**config.mk**
```make
export PLATFORM = sky130hd
export DESIGN_NAME = disp_scan_ctrl
export DESIGN_NICKNAME = d
export VERILOG_FILES = /design/src/rtl/disp_pkg.sv /design/src/rtl/disp_slot_timer.sv /design/src/rtl/disp_scan_ctrl.sv
export SDC_FILE = /design/constraint.sdc
export NUM_CORES = 1
export LEC_CHECK = 0
export ABC_AREA = 0
export ABC_CLOCK_PERIOD_IN_PS = 2000
export CAP_MARGIN = 5
export CORE_ASPECT_RATIO = 1.5
export CORE_UTILIZATION = 50
export CTS_CLUSTER_SIZE = 28
export DETAILED_ROUTE_END_ITERATION = 16
export GPL_TIMING_DRIVEN = 0
export PLACE_DENSITY_LB_ADDON = 0.1
export SLEW_MARGIN = 10
export SYNTH_ARGS = -nofsm -noshare
export SYNTH_HDL_FRONTEND = slang
export SYNTH_SLANG_ARGS = --single-unit
```
**constraint.sdc**
```tcl
create_clock -name clk -period 2 [get_ports clk]
set_clock_uncertainty 0.15 [all_clocks]
set_input_delay 0.3 -clock clk [delete_from_list [all_inputs] [get_ports clk]]
set_output_delay 0.3 -clock clk [all_outputs]
set_load 0.05 [all_outputs]
```
**src/rtl/disp_pkg.sv**
```systemverilog
// Shared types and constants for the seven-segment scan controller.
package disp_pkg;

    // Scanner phases: parked, inter-digit blanking, digit lit.
    typedef enum logic [1:0] {
        OFF,
        DEAD,
        SHOW
    } scan_state_t;

    // All anodes released (active-low drive, so all ones is dark).
    localparam logic [3:0] AN_OFF = 4'b1111;

    // Digits on the module; index 0 is the rightmost.
    localparam int NUM_DIGITS = 4;

    // Index of the leftmost digit, where a frame ends.
    localparam logic [1:0] LAST_IDX = 2'(NUM_DIGITS - 1);

    // Active-low one-hot anode pattern for digit idx.
    function automatic logic [3:0] an_select(input logic [1:0] idx);
        return ~(4'b0001 << idx);
    endfunction

endpackage

```
**src/rtl/disp_slot_timer.sv**
```systemverilog
// Cycle counter for one digit slot. The count restarts at the end of every
// slot and is held at zero while the scanner is parked.
module disp_slot_timer #(
    parameter int TICK_DIV    = 50000,
    parameter int DEAD_CYCLES = 16
) (
    input  logic clk,
    input  logic reset,
    input  logic run,
    output logic dead_end,
    output logic slot_end
);

    localparam int CNT_W = $clog2(TICK_DIV);

    logic [CNT_W-1:0] cnt;

    // Strobes decoded straight from the count; the owner qualifies them by state.
    assign dead_end = (cnt == CNT_W'(DEAD_CYCLES - 1));
    assign slot_end = (cnt == CNT_W'(TICK_DIV - 1));

    // Slot counter: zero while parked, otherwise wraps every TICK_DIV cycles.
    // NOTE: sequential state uses non-blocking assignments so every register
    // samples pre-edge values regardless of statement order.
    always_ff @(posedge clk or negedge reset) begin
        if (!reset) begin
            cnt <= '0;
        end else if (!run) begin
            cnt <= '0;
        end else if (slot_end) begin
            cnt <= '0;
        end else begin
            cnt <= cnt + CNT_W'(1);
        end
    end

endmodule

```
**src/rtl/disp_scan_ctrl.sv**
```systemverilog
// Four-digit common-anode display scanner. Takes a snapshot of the digits
// once per frame, walks an active-low anode select across them with a short
// blanking gap between digits, and applies leading-zero blanking, per-digit
// blink and decimal-point drive.
module disp_scan_ctrl
    import disp_pkg::*;
#(
    parameter int TICK_DIV     = 50000,
    parameter int DEAD_CYCLES  = 16,
    parameter int BLINK_FRAMES = 64
) (
    input  logic       clk,
    input  logic       reset,
    input  logic       enable,
    input  logic [3:0] d0,
    input  logic [3:0] d1,
    input  logic [3:0] d2,
    input  logic [3:0] d3,
    input  logic [3:0] dp_mask,
    input  logic [3:0] blink_mask,
    input  logic       lzb,
    output logic [3:0] an,
    output logic [3:0] mdigit,
    output logic       dp,
    output logic       frame_tick
);

    localparam int FC_W = (BLINK_FRAMES > 1) ? $clog2(BLINK_FRAMES) : 1;

    scan_state_t state;
    logic [1:0]  idx;

    // Frame snapshot
    logic [NUM_DIGITS-1:0][3:0] snap_digit;
    logic [NUM_DIGITS-1:0]      snap_dp;
    logic [NUM_DIGITS-1:0]      snap_blink;
    logic                       snap_lzb;
    logic                       snap_phase;

    // Blink pacing
    logic [FC_W-1:0] frame_cnt;
    logic            blink_phase;

    logic                  run;
    logic                  dead_end;
    logic                  slot_end;
    logic                  snap_take;
    logic [NUM_DIGITS-1:0] lz_blank;
    logic [NUM_DIGITS-1:0] digit_blank;

    disp_slot_timer #(
        .TICK_DIV    (TICK_DIV),
        .DEAD_CYCLES (DEAD_CYCLES)
    ) u_slot_timer (
        .clk      (clk),
        .reset    (reset),
        .run      (run),
        .dead_end (dead_end),
        .slot_end (slot_end)
    );

    // The timer only counts while scanning; a dropped enable clears it at once.
    assign run = enable && (state != OFF);

    // A frame starts when scanning begins or when the last digit's slot ends;
    // a falling enable on that same edge suppresses it.
    assign snap_take = enable &&
                       ((state == OFF) ||
                        ((state == SHOW) && slot_end && (idx == LAST_IDX)));

    // Per-digit blanking from the snapshot: leading zeros ripple down from the
    // leftmost digit (digit 0 always stays lit), blink applies per mask bit.
    // NOTE: every always_comb output gets a default first so no path can
    // leave it unassigned and infer a latch.
    always_comb begin
        lz_blank    = '0;
        lz_blank[3] = snap_lzb && (snap_digit[3] == 4'd0);
        lz_blank[2] = lz_blank[3] && (snap_digit[2] == 4'd0);
        lz_blank[1] = lz_blank[2] && (snap_digit[1] == 4'd0);
        digit_blank = lz_blank | (snap_blink & {NUM_DIGITS{snap_phase}});
    end

    // Snapshot and blink counter. The phase is captured before it toggles, so
    // one whole frame sees one phase and the first BLINK_FRAMES frames after
    // reset are lit.
    // NOTE: the snapshot registers are reset along with the control state so
    // the blanking decode never sees unknown digits after reset.
    always_ff @(posedge clk or negedge reset) begin
        if (!reset) begin
            snap_digit  <= '0;
            snap_dp     <= '0;
            snap_blink  <= '0;
            snap_lzb    <= 1'b0;
            snap_phase  <= 1'b0;
            frame_cnt   <= '0;
            blink_phase <= 1'b0;
        end else if (snap_take) begin
            snap_digit <= {d3, d2, d1, d0};
            snap_dp    <= dp_mask;
            snap_blink <= blink_mask;
            snap_lzb   <= lzb;
            snap_phase <= blink_phase;
            if (frame_cnt == FC_W'(BLINK_FRAMES - 1)) begin
                frame_cnt   <= '0;
                blink_phase <= ~blink_phase;
            end else begin
                frame_cnt <= frame_cnt + FC_W'(1);
            end
        end
    end

    // Scan FSM with registered display outputs.
    always_ff @(posedge clk or negedge reset) begin
        if (!reset) begin
            state      <= OFF;
            idx        <= 2'd0;
            an         <= AN_OFF;
            mdigit     <= 4'd0;
            dp         <= 1'b1;
            frame_tick <= 1'b0;
        end else begin
            frame_tick <= snap_take;
            if (!enable) begin
                state <= OFF;
                idx   <= 2'd0;
                an    <= AN_OFF;
                dp    <= 1'b1;
            end else begin
                case (state)
                    OFF: begin
                        state <= DEAD;
                        idx   <= 2'd0;
                        an    <= AN_OFF;
                        dp    <= 1'b1;
                    end
                    DEAD: begin
                        if (dead_end) begin
                            state  <= SHOW;
                            mdigit <= snap_digit[idx];
                            if (digit_blank[idx]) begin
                                an <= AN_OFF;
                                dp <= 1'b1;
                            end else begin
                                an <= an_select(idx);
                                dp <= ~snap_dp[idx];
                            end
                        end
                    end
                    SHOW: begin
                        if (slot_end) begin
                            state <= DEAD;
                            idx   <= idx + 2'd1;
                            an    <= AN_OFF;
                            dp    <= 1'b1;
                        end
                    end
                    default: begin
                        state <= OFF;
                        idx   <= 2'd0;
                        an    <= AN_OFF;
                        dp    <= 1'b1;
                    end
                endcase
            end
        end
    end

endmodule

```
==> run metrics, run 1 <==
CP startpoint kind=register; vias in the first global route=2202; overall power=3.26 mW; HP Class=input port to register; FMAX=0.498 GHz; DP Wirelength=4100 um; number of synthesized flops with an enable pin=0; Core Box Area=6090 um^2; Via Count=2027; Worst Tran Pin Value=0.795 ns; uppermost layer routed=met4; Die H=99.0 um; ANT nets after route=0; Met1 Wirelength=2650 um; Synth Net Count=273; cell area after placement=3590 um^2; count leader, synth=dfrtp_1; Syn Area/Cell=13.1 um^2; first-pass GRT wire length=10400 um; register bit count reported by yosys=63; row cnt=35; starting density of the core=0.516; post-synth top area share=0.462; RSZ-0062 raised after global routing=yes; # IOs=38; fill count=471; clock root buffer=clkbuf_8; PD cells=812 nW/um^2; largest net degree at the start of global routing=64; PnR worst setup slack=-0.00670 ns; wire per inst=16.3 um; largest cells by area after synthesis=dfrtp_1 (46%), mux2_4 (13%), dfstp_2 (4.2%); final hold violations=0; metal2 WL=3250 um; design area=4020 um^2; Top FF cell, synth=dfrtp_1; Setup violations, final=7; violated checks=negative setup slack; leakage power=1.70 nW; DIE AREA=6610 um^2; reg2reg setup slack=-0.007 ns; Pins Over Slew Limit=0; Rel. slew slack=0.470; multi-input logic area=1520 um^2; via/cell ratio=5.38; commonest cells in the netlist=dfrtp_1 (58), mux2_4 (27), nor2_1 (23); initial antenna violation count=0; crit share post-route=1.00; Hold Slack=0.0728 ns; synth warn=0; Post-Syn Area=3140 um^2; sequential share of the synthesized area=0.504; number of port buffers=36; clk slew on worst S/H paths=0.07 ns; Die X=66.7 um; # clock sinks=63; Finished Layout Cells=377; peak supply drop=682 uV; Worst EP arrival=2.08 ns; Synth async-reset ratio=1.00; Crit path required time=2.07 ns; Clk Latency, worst-skew pair=0.33 ns; TritonCTS buffer count=9; Yosys cell types=47; met3 wire length=170 um; total track usage=0.215; RePlAce Congestion=0.772; synth-to-layout area growth=28.0%; peak fanout along the critical path=5; Placed Cells=349; Pre-antenna DRT Iters=4; nets=333; # H-tree levels=3; sequential standard cell area=1590 um^2; layout cells sized above 1=0.330; status=finished, violations left; DRC Markers=0; DRT Wirelength=6150 um; Mapped Cells=239; CTS tree=done; post-synth top area cell=dfrtp_1; Longest Clk Path Bufs=2; Setup CP Type=register to register; CP Capture Type=register; number of diodes=0; max cap viols=0; Final min period=2.01 ns; total grt overflow=0; number of DRC markers in iteration 0=104
layout make-up:
class | instances | share of cell area
Buffer | 4 | 0.00872
Clock buffer | 11 | 0.0352
Clock inverter | 4 | 0.0174
Inverter | 6 | 0.00685
Multi-Input combinational cell | 163 | 0.379
Sequential cell | 63 | 0.395
Tap cell | 74 | 0.0230
Timing Repair Buffer | 52 | 0.135
worst paths after layout:
check	start	endpoint	depth (start not counted)
worst max-delay path	u_slot_timer.cnt[1]$_DFF_PN0_	snap_digit[1]$_DFFE_PN0P_	7
worst min-delay path	enable	state[0]$_DFFE_PN0P_	2
worst max register to register	u_slot_timer.cnt[1]$_DFF_PN0_	snap_digit[1]$_DFFE_PN0P_	7
worst min register to register	blink_phase$_DFFE_PN0P_	blink_phase$_DFFE_PN0P_	1
max in group asynchronous	reset	u_slot_timer.cnt[8]$_DFF_PN0_	2
min in group asynchronous	reset	snap_digit[6]$_DFFE_PN0P_	2
sequential cells by signal (all words and copies together), names as in the netlist, 2 cells and up:
name / cells
idx: 2
snap_dp: 4
frame_cnt: 6
snap_digit: 16
state: 2
u_slot_timer.cnt: 16
mdigit: 4
an: 4
snap_blink: 4
per-layer routing:
layer / GRT usage / vias to the layer above
met3: 0.0556 / 7
li1: - / 972
met1: 0.258 / 1015
met5: 0 / -
met4: 0.0687 / 0
met2: 0.368 / 33
stage by stage:
| stage | setup slack (ns) | TNS (ns) | util |
|---|---|---|---|
| final | -0.00670 | -0.0246 | 0.660 |
| after global routing | -0.0762 | -2.00 | 0.660 |
| after CTS | -0.0691 | -0.650 | 0.645 |
| after detailed placement | -0.157 | -4.39 | 0.590 |
| after global placement | -1.61 | -101.08 | 0.590 |
| after floorplan | 0.000841 | 0 | - |
report_power, final:
group          internal [mW]  total [mW]  switching (mW)  leakage [nW]
Combinational          0.317       0.498           0.181         0.809
Sequential              1.43        1.57           0.139         0.785
Clock                  0.725        1.20           0.471         0.109
logic make-up (layout without fill, tap and decap cells):
kind of cell	Yosys count	count (layout)	synth area share
buffers and inverters	13	77	0.0351
XOR/XNOR	18	18	0.0526
adder cells (fa/ha/maj)	6	6	0.0239
AND/OR/NAND/NOR	79	79	0.140
multiplexers	36	36	0.179
flip-flops	63	63	0.504
AO/OA/AOI/OAI	24	24	0.0650
layout by cell type (no fill, tap or decap), types with 6 or more instances in the layout:
master | Yosys | final
dfrtp_1 | 58 | 55
clkdlybuf4s50_1 | 0 | 29
mux2_4 | 27 | 28
nor2_1 | 23 | 23
nand3_1 | 13 | 13
xnor2_1 | 11 | 11
clkbuf_8 | 0 | 10
buf_4 | 0 | 10
nand2_1 | 9 | 9
nor2b_1 | 7 | 7
xor2_1 | 6 | 6
critical path, stage by stage (launching register included):
cell       delay, ns
dfrtp_1         0.38
ha_2            0.19
and3_4          0.15
and3_4          0.20
a41oi_4         0.20
clkinv_4        0.15
clkbuf_16       0.19
mux2_4          0.29
timing repair:
item / in CTS / in global routing
resized for setup: 16 / 24
setup buffers: 11 / 3
hold buffers: 1 / 0
endpoints found under the hold margin: 58 / 0
pin swaps: 5 / 6
cloned: 1 / 1
setup endpoints to repair: 49 / 50
Note: power is estimated with default switching activity, not from simulation.
==> run 2: changes to the inputs <==
--- a/config.mk
+++ b/config.mk
@@ -13,6 +13,7 @@
 export CTS_CLUSTER_SIZE = 28
 export DETAILED_ROUTE_END_ITERATION = 16
 export GPL_TIMING_DRIVEN = 0
+export HOLD_SLACK_MARGIN = 0.1
 export PLACE_DENSITY_LB_ADDON = 0.1
 export SLEW_MARGIN = 10
 export SYNTH_ARGS = -nofsm -noshare
==> run 2 against run 1 <==
Sequential cell count is the same. Final cell count grew 0.53%. Highest routed layer unchanged. Combinational power grew 0.8%. Non-clock buffer count grew 2. The run still ends with negative setup slack left. Total power grew 0.17%. Critical path depth is the same. Global-route usage grew 0.12 points. Clock power is essentially flat. Count of clock-buffer cells in the layout is the same.
==> run metrics, run 2 (synthesized netlist as in run 1, its figures left out) <==
Setup CP Type=register to register; Crit-path slowest cell=dfrtp_1; Longest Clk Path Bufs=2 (unchanged); Setup violations, final=9 (+2); commonest non-fill, non-tap cells in the layout=dfrtp_1 (55), clkdlybuf4s50_1 (29), mux2_4 (28); Final min period=2.01 ns (+0.00139 ns); Cell Int Power=2.48 mW (+0.10%); Placed Cells=349 (unchanged); # IOs=38 (unchanged); DP Wirelength=4100 um (unchanged); Die H=99.0 um (unchanged); Rel. slew slack=0.473 (+0.00350); Pins Over Slew Limit=0 (unchanged); first-pass GRT wire length=10500 um (+0.59%); number of DRC markers in iteration 0=89 (-14%); PnR worst setup slack=-0.00809 ns (-0.00139 ns); Worst Tran Pin Value=0.790 ns (-0.00526 ns); number of diodes=0 (unchanged); max cap viols=0 (unchanged); Die X=66.7 um (unchanged); # clock sinks=63 (unchanged); top flop regs=snap_digit x16, u_slot_timer.cnt x16, frame_cnt x6; Net Sw Power=0.794 mW (+0.36%); cells along the critical path=ha_2, and3_4, and3_4, a41oi_4, clkinv_4, clkbuf_16, mux2_4; via/cell ratio=5.31 (-1.3%); row cnt=35 (unchanged); Clk Latency, worst-skew pair=0.33 ns (about the same); peak supply drop=682 uV (about the same); CP Capture Type=register; CTS tree=done; DRC Markers=0 (unchanged); fin util=0.663 (+0.00329); RePlAce Congestion=0.772 (unchanged); number of port buffers=36 (unchanged); sequential power share=0.480 (about the same); overall power=3.27 mW (+0.17%); starting density of the core=0.516 (unchanged); Core Box Area=6090 um^2 (unchanged); status=finished, violations left; Finished Layout Cells=379 (+0.53%); Worst EP arrival=2.08 ns (about the same); initial antenna violation count=0 (unchanged); # H-tree levels=3 (unchanged); Crit path required time=2.07 ns (about the same); leakage power=1.71 nW (+0.49%); Switching Share=0.243 (+0.000477); clock root buffer=clkbuf_8; violated checks=negative setup slack; ANT nets after route=0 (unchanged); synth-to-layout area growth=28.6%; TritonCTS buffer count=9 (unchanged); pre-CTS setup slack=-0.157 ns (unchanged); Pre-antenna DRT Iters=4 (unchanged); FMAX=0.498 GHz (about the same); clk slew on worst S/H paths=0.07 ns (about the same); Comb power frac=0.153 (about the same); Crit path largest cell delay=0.38 ns (about the same); reg2reg setup slack=-0.008 ns (about the same); commonest non-fill, non-tap cell in the layout=dfrtp_1; final hold violations=0 (unchanged); HP Class=input port to register; Top cell by count, worst path=and3_4; PD cells=810 nW/um^2 (-0.33%); clock share of power=0.367 (about the same); CP startpoint kind=register; DRT Wirelength=6200 um (+0.80%); vias in the first global route=2219 (+0.77%); crit share post-route=1.00 (about the same); total grt overflow=0 (unchanged); layout cells sized above 1=0.328 (-0.00216); Via Count=2011 (-0.79%); total track usage=0.216 (+0.00119); wire per inst=16.3 um (+0.27%); largest net degree at the start of global routing=64 (unchanged); RSZ-0062 raised after global routing=yes; nets=335 (+0.60%); peak fanout along the critical path=5 (unchanged); DIE AREA=6610 um^2 (unchanged)
-- run 2: cell types whose count changed in the layout (fill, tap and decap cells not counted), sizes merged --
| cell | before | now |
|---|---|---|
| dlygate4sd3 | 1 | 3 |
-- run 2: critical path, delay by kind of cell, from the launching register on --
family          cells  cell delay, ns
compound gates      1            0.20
simple gates        2            0.35
fa+ha+maj           1            0.19
mux                 1            0.29
buf+inv             2            0.34
flops               1            0.38
-- run 2: timing repair --
item | 4_1_cts | 5_1_grt
endpoints found under the setup margin | 49 | 50
hold buffers | 3 | 0
resized for setup | 16 | 24
endpoints found under the hold margin | 62 | 0
pin swaps | 5 | 6
buffers inserted | 11 | 3
gates cloned | 1 | 1
-- run 2: path summary, 6_finish.rpt --
path	to	startpoint	depth (start not counted)
max	snap_digit[1]$_DFFE_PN0P_	u_slot_timer.cnt[1]$_DFF_PN0_	7
min	u_slot_timer.cnt[5]$_DFF_PN0_	enable	3
max reg2reg	snap_digit[1]$_DFFE_PN0P_	u_slot_timer.cnt[1]$_DFF_PN0_	7
min reg2reg	blink_phase$_DFFE_PN0P_	blink_phase$_DFFE_PN0P_	1
max in group asynchronous	u_slot_timer.cnt[11]$_DFF_PN0_	reset	2
min in group asynchronous	snap_digit[6]$_DFFE_PN0P_	reset	2
-- run 2: routing by layer --
layer	up-vias	track usage	share of wire
met4	0	0.0687	0.012
met1	998	0.259	0.43
met2	32	0.371	0.53
met5	-	0	0
met3	7	0.0556	0.029
li1	974	-	-
-- run 2: through the flow --
stage                     instance area (um^2)  hold WS [ns]  setup TNS [ns]
final                                     4040         0.205         -0.0406
after CTS                                 3950         0.184          -0.650
after global routing                      4040         0.207           -2.00
after detailed placement                  3590         0.294           -4.39
after global placement                    3590         0.303         -101.08
after floorplan                           3140        -0.146               0
-- run 2: final cells by class --
| class | count | area, um^2 |
|---|---|---|
| clock buffers | 11 | 141 |
| repair buffers | 54 | 563 |
| plain buffers | 4 | 35.0 |
| well taps | 74 | 92.6 |
| fillers | 469 | 2050 |
| inverters | 6 | 27.5 |
| multi-input cells | 163 | 1520 |
| flip-flops and latches | 63 | 1590 |
| clock inverters | 4 | 70.1 |
-- run 2: power groups by stage --
stage,combinational (mW),clock [mW],sequential (mW)
after detailed placement,0.466,0,1.59
after global placement,0.460,0,1.58
after global routing,0.554,1.28,1.60
after floorplan,0.341,0,1.55
after CTS,0.493,1.22,1.56
final,0.502,1.20,1.57
==> run 3: changes to the inputs <==
--- a/config.mk
+++ b/config.mk
@@ -9,9 +9,11 @@
 export ABC_CLOCK_PERIOD_IN_PS = 2000
 export CAP_MARGIN = 5
 export CORE_ASPECT_RATIO = 1.5
-export CORE_UTILIZATION = 50
+export CORE_UTILIZATION = 55
+export CTS_BUF_LIST = sky130_fd_sc_hd__clkbuf_2
 export CTS_CLUSTER_SIZE = 28
 export DETAILED_ROUTE_END_ITERATION = 16
+export DONT_BUFFER_PORTS = 1
 export GPL_TIMING_DRIVEN = 0
 export HOLD_SLACK_MARGIN = 0.1
 export PLACE_DENSITY_LB_ADDON = 0.1
==> run 3 against run 2 <==
Clock power decreased by 40%. The flow still finishes with violations (negative setup slack). Sequential power about the same. Largest cell class unchanged. Highest routed layer unchanged. Routed wire length increased by 0.27%. Critical path type unchanged. Fmax decreased by 0.30%. Via count increased by 3.4%. Critical path depth unchanged. Worst hold slack got worse by 0.059 ns. Final cell count decreased by 3.4%. Register-to-register slack about the same. Sequential cell count unchanged.
==> run metrics, run 3 (synthesized netlist as in run 1, its figures left out) <==
RePlAce Congestion=0.772 (about the same); DRT Wirelength=6210 um (+0.27%); Finished Layout Cells=366 (-3.4%); max cap viols=0 (unchanged); number of DRC markers in iteration 0=175 (+97%); commonest non-fill, non-tap cell in the layout=dfrtp_1; DRC Markers=0 (unchanged); CTS tree=done; number of port buffers=0 (-100%); DP Wirelength=4000 um (-2.4%); Longest Clk Path Bufs=2 (unchanged); Comb power frac=0.176 (+0.023); reg2reg setup slack=-0.01 ns (about the same); layout cells sized above 1=0.328 (about the same); Worst EP arrival=2.25 ns (+0.17 ns); commonest non-fill, non-tap cells in the layout=dfrtp_1 (55), mux2_4 (28), dlygate4sd3_1 (27); # clock sinks=63 (unchanged); sequential power share=0.566 (+0.086); initial antenna violation count=0 (unchanged); Final min period=2.01 ns (+0.00599 ns); Net Sw Power=0.771 mW (-2.9%); PnR worst setup slack=-0.0141 ns (-0.00599 ns); HP Class=input port to asynchronous set/reset pin; Die X=63.7 um (-4.5%); Worst Tran Pin Value=0.488 ns (-0.302 ns); starting density of the core=0.572 (+0.0559); Via Count=2080 (+3.4%); cells along the critical path=ha_2, and3_4, and3_4, a41oi_4, clkinv_4, clkbuf_16, mux2_4; leakage power=1.64 nW (-3.9%); # H-tree levels=3 (unchanged); Crit-path slowest cell=dfrtp_1; total track usage=0.229 (+0.0124); wire per inst=17.0 um (+3.8%); status=finished, violations left; RSZ-0062 raised after global routing=yes; via/cell ratio=5.68 (+7.1%); Pre-antenna DRT Iters=5 (+1); ANT nets after route=0 (unchanged); fill count=374 (-20%); CP startpoint kind=register; Rel. slew slack=0.675 (+0.202); crit share post-route=1.01 (+0.00299); Placed Cells=309 (-11%); overall power=2.78 mW (-15%); DIE AREA=6020 um^2 (-8.9%); Core Box Area=5490 um^2 (-9.8%); clock root buffer=clkbuf_2; FMAX=0.497 GHz (-0.30%); row cnt=33 (-5.7%); Crit path required time=2.24 ns (+0.17 ns); peak supply drop=416 uV (-39%); CP Capture Type=register; top flop regs=snap_digit x16, u_slot_timer.cnt x16, frame_cnt x6; clock share of power=0.257 (-0.110); Crit path largest cell delay=0.41 ns (+0.03 ns); PD cells=724 nW/um^2 (-11%); Die H=94.5 um (-4.6%); total grt overflow=0 (unchanged); vias in the first global route=2157 (-2.8%); number of diodes=0 (unchanged); Top cell by count, worst path=and3_4; peak fanout along the critical path=5 (unchanged); Cell Int Power=2.01 mW (-19%); pre-CTS setup slack=-0.118 ns (+0.0397 ns); Clk Latency, worst-skew pair=0.50 ns (+0.17 ns); nets=326 (-2.7%); fin util=0.698 (+0.0348); final hold violations=0 (unchanged); Setup violations, final=3 (-6); largest net degree at the start of global routing=64 (unchanged); synth-to-layout area growth=22.1%; Switching Share=0.278 (+0.0348); first-pass GRT wire length=10200 um (-2.5%); clk slew on worst S/H paths=0.18 ns (+0.11 ns); Pins Over Slew Limit=0 (unchanged); # IOs=38 (unchanged); TritonCTS buffer count=9 (unchanged); Setup CP Type=register to register; violated checks=negative setup slack
## run 3: cell type report
type | instances | area [um^2] | area share
multi-input combinational | 163 | 1510 | 0.393
clock buffer | 9 | 45.0 | 0.0117
tap | 70 | 87.6 | 0.0228
clock inverter | 6 | 52.6 | 0.0137
buffer | 7 | 91.3 | 0.0238
inverter | 6 | 27.5 | 0.00718
sequential | 63 | 1590 | 0.414
timing repair buffer | 42 | 438 | 0.114
## run 3: final timing paths
kind                                                from                         to  cells after the start
max                        u_slot_timer.cnt[1]$_DFF_PN0_  snap_blink[0]$_DFFE_PN0P_                      7
min reg2reg                     frame_cnt[5]$_DFFE_PN0P_   frame_cnt[5]$_DFFE_PN0P_                      1
max in group asynchronous                          reset          an[0]$_DFFE_PN1P_                      2
min in group clk                                   d0[1]  snap_digit[1]$_DFFE_PN0P_                      2
min                                                reset  snap_digit[4]$_DFFE_PN0P_                      2
max reg2reg                u_slot_timer.cnt[1]$_DFF_PN0_  snap_blink[0]$_DFFE_PN0P_                      7
## run 3: metal layers
| layer | wire, um | track usage | up-vias | share of wire |
|---|---|---|---|---|
| met5 | 0 | 0 | - | 0 |
| met4 | 102 | 0.102 | 0 | 0.016 |
| met3 | 189 | 0.0531 | 12 | 0.030 |
| met2 | 3300 | 0.402 | 35 | 0.53 |
| met1 | 2630 | 0.262 | 1073 | 0.42 |
| li1 | - | - | 960 | - |
## run 3: worst max-delay path, delay by kind of cell, from the launching register on
kind / cells / cell delay, ns
and+or+nand+nor: 2 / 0.36
muxes: 1 / 0.29
buffers and inverters: 2 / 0.34
adders and majority gates: 1 / 0.19
AOI/OAI and AO/OA: 1 / 0.18
DFF: 1 / 0.41
## run 3: per-stage QoR
step           area [um^2]  hold WS [ns]  setup TNS [ns]
5_1_grt               3830         0.144           -1.90
3_5_place_dp          3230        -0.144           -3.16
2_1_floorplan         3140        -0.146               0
4_1_cts               3670         0.142               0
3_3_place_gp          3230        -0.144           -2.93
6_report              3830         0.147         -0.0370
## run 3: what timing repair did
action | in CTS | in global routing
pin swaps | 3 | 5
hold buffers | 28 | 0
cloned | 0 | 2
endpoints found under the hold margin | 107 | 0
endpoints found under the setup margin | 44 | 49
gates resized for setup | 2 | 17
buffers inserted | 5 | 7
## run 3: power by group through the flow
| stage | registers, mW | logic, mW | clock network [mW] |
|---|---|---|---|
| after global placement | 1.59 | 0.372 | 0 |
| after CTS | 1.57 | 0.470 | 0.731 |
| after floorplan | 1.55 | 0.341 | 0 |
| after detailed placement | 1.59 | 0.383 | 0 |
| after global routing | 1.59 | 0.533 | 0.786 |
| final | 1.57 | 0.490 | 0.714 |
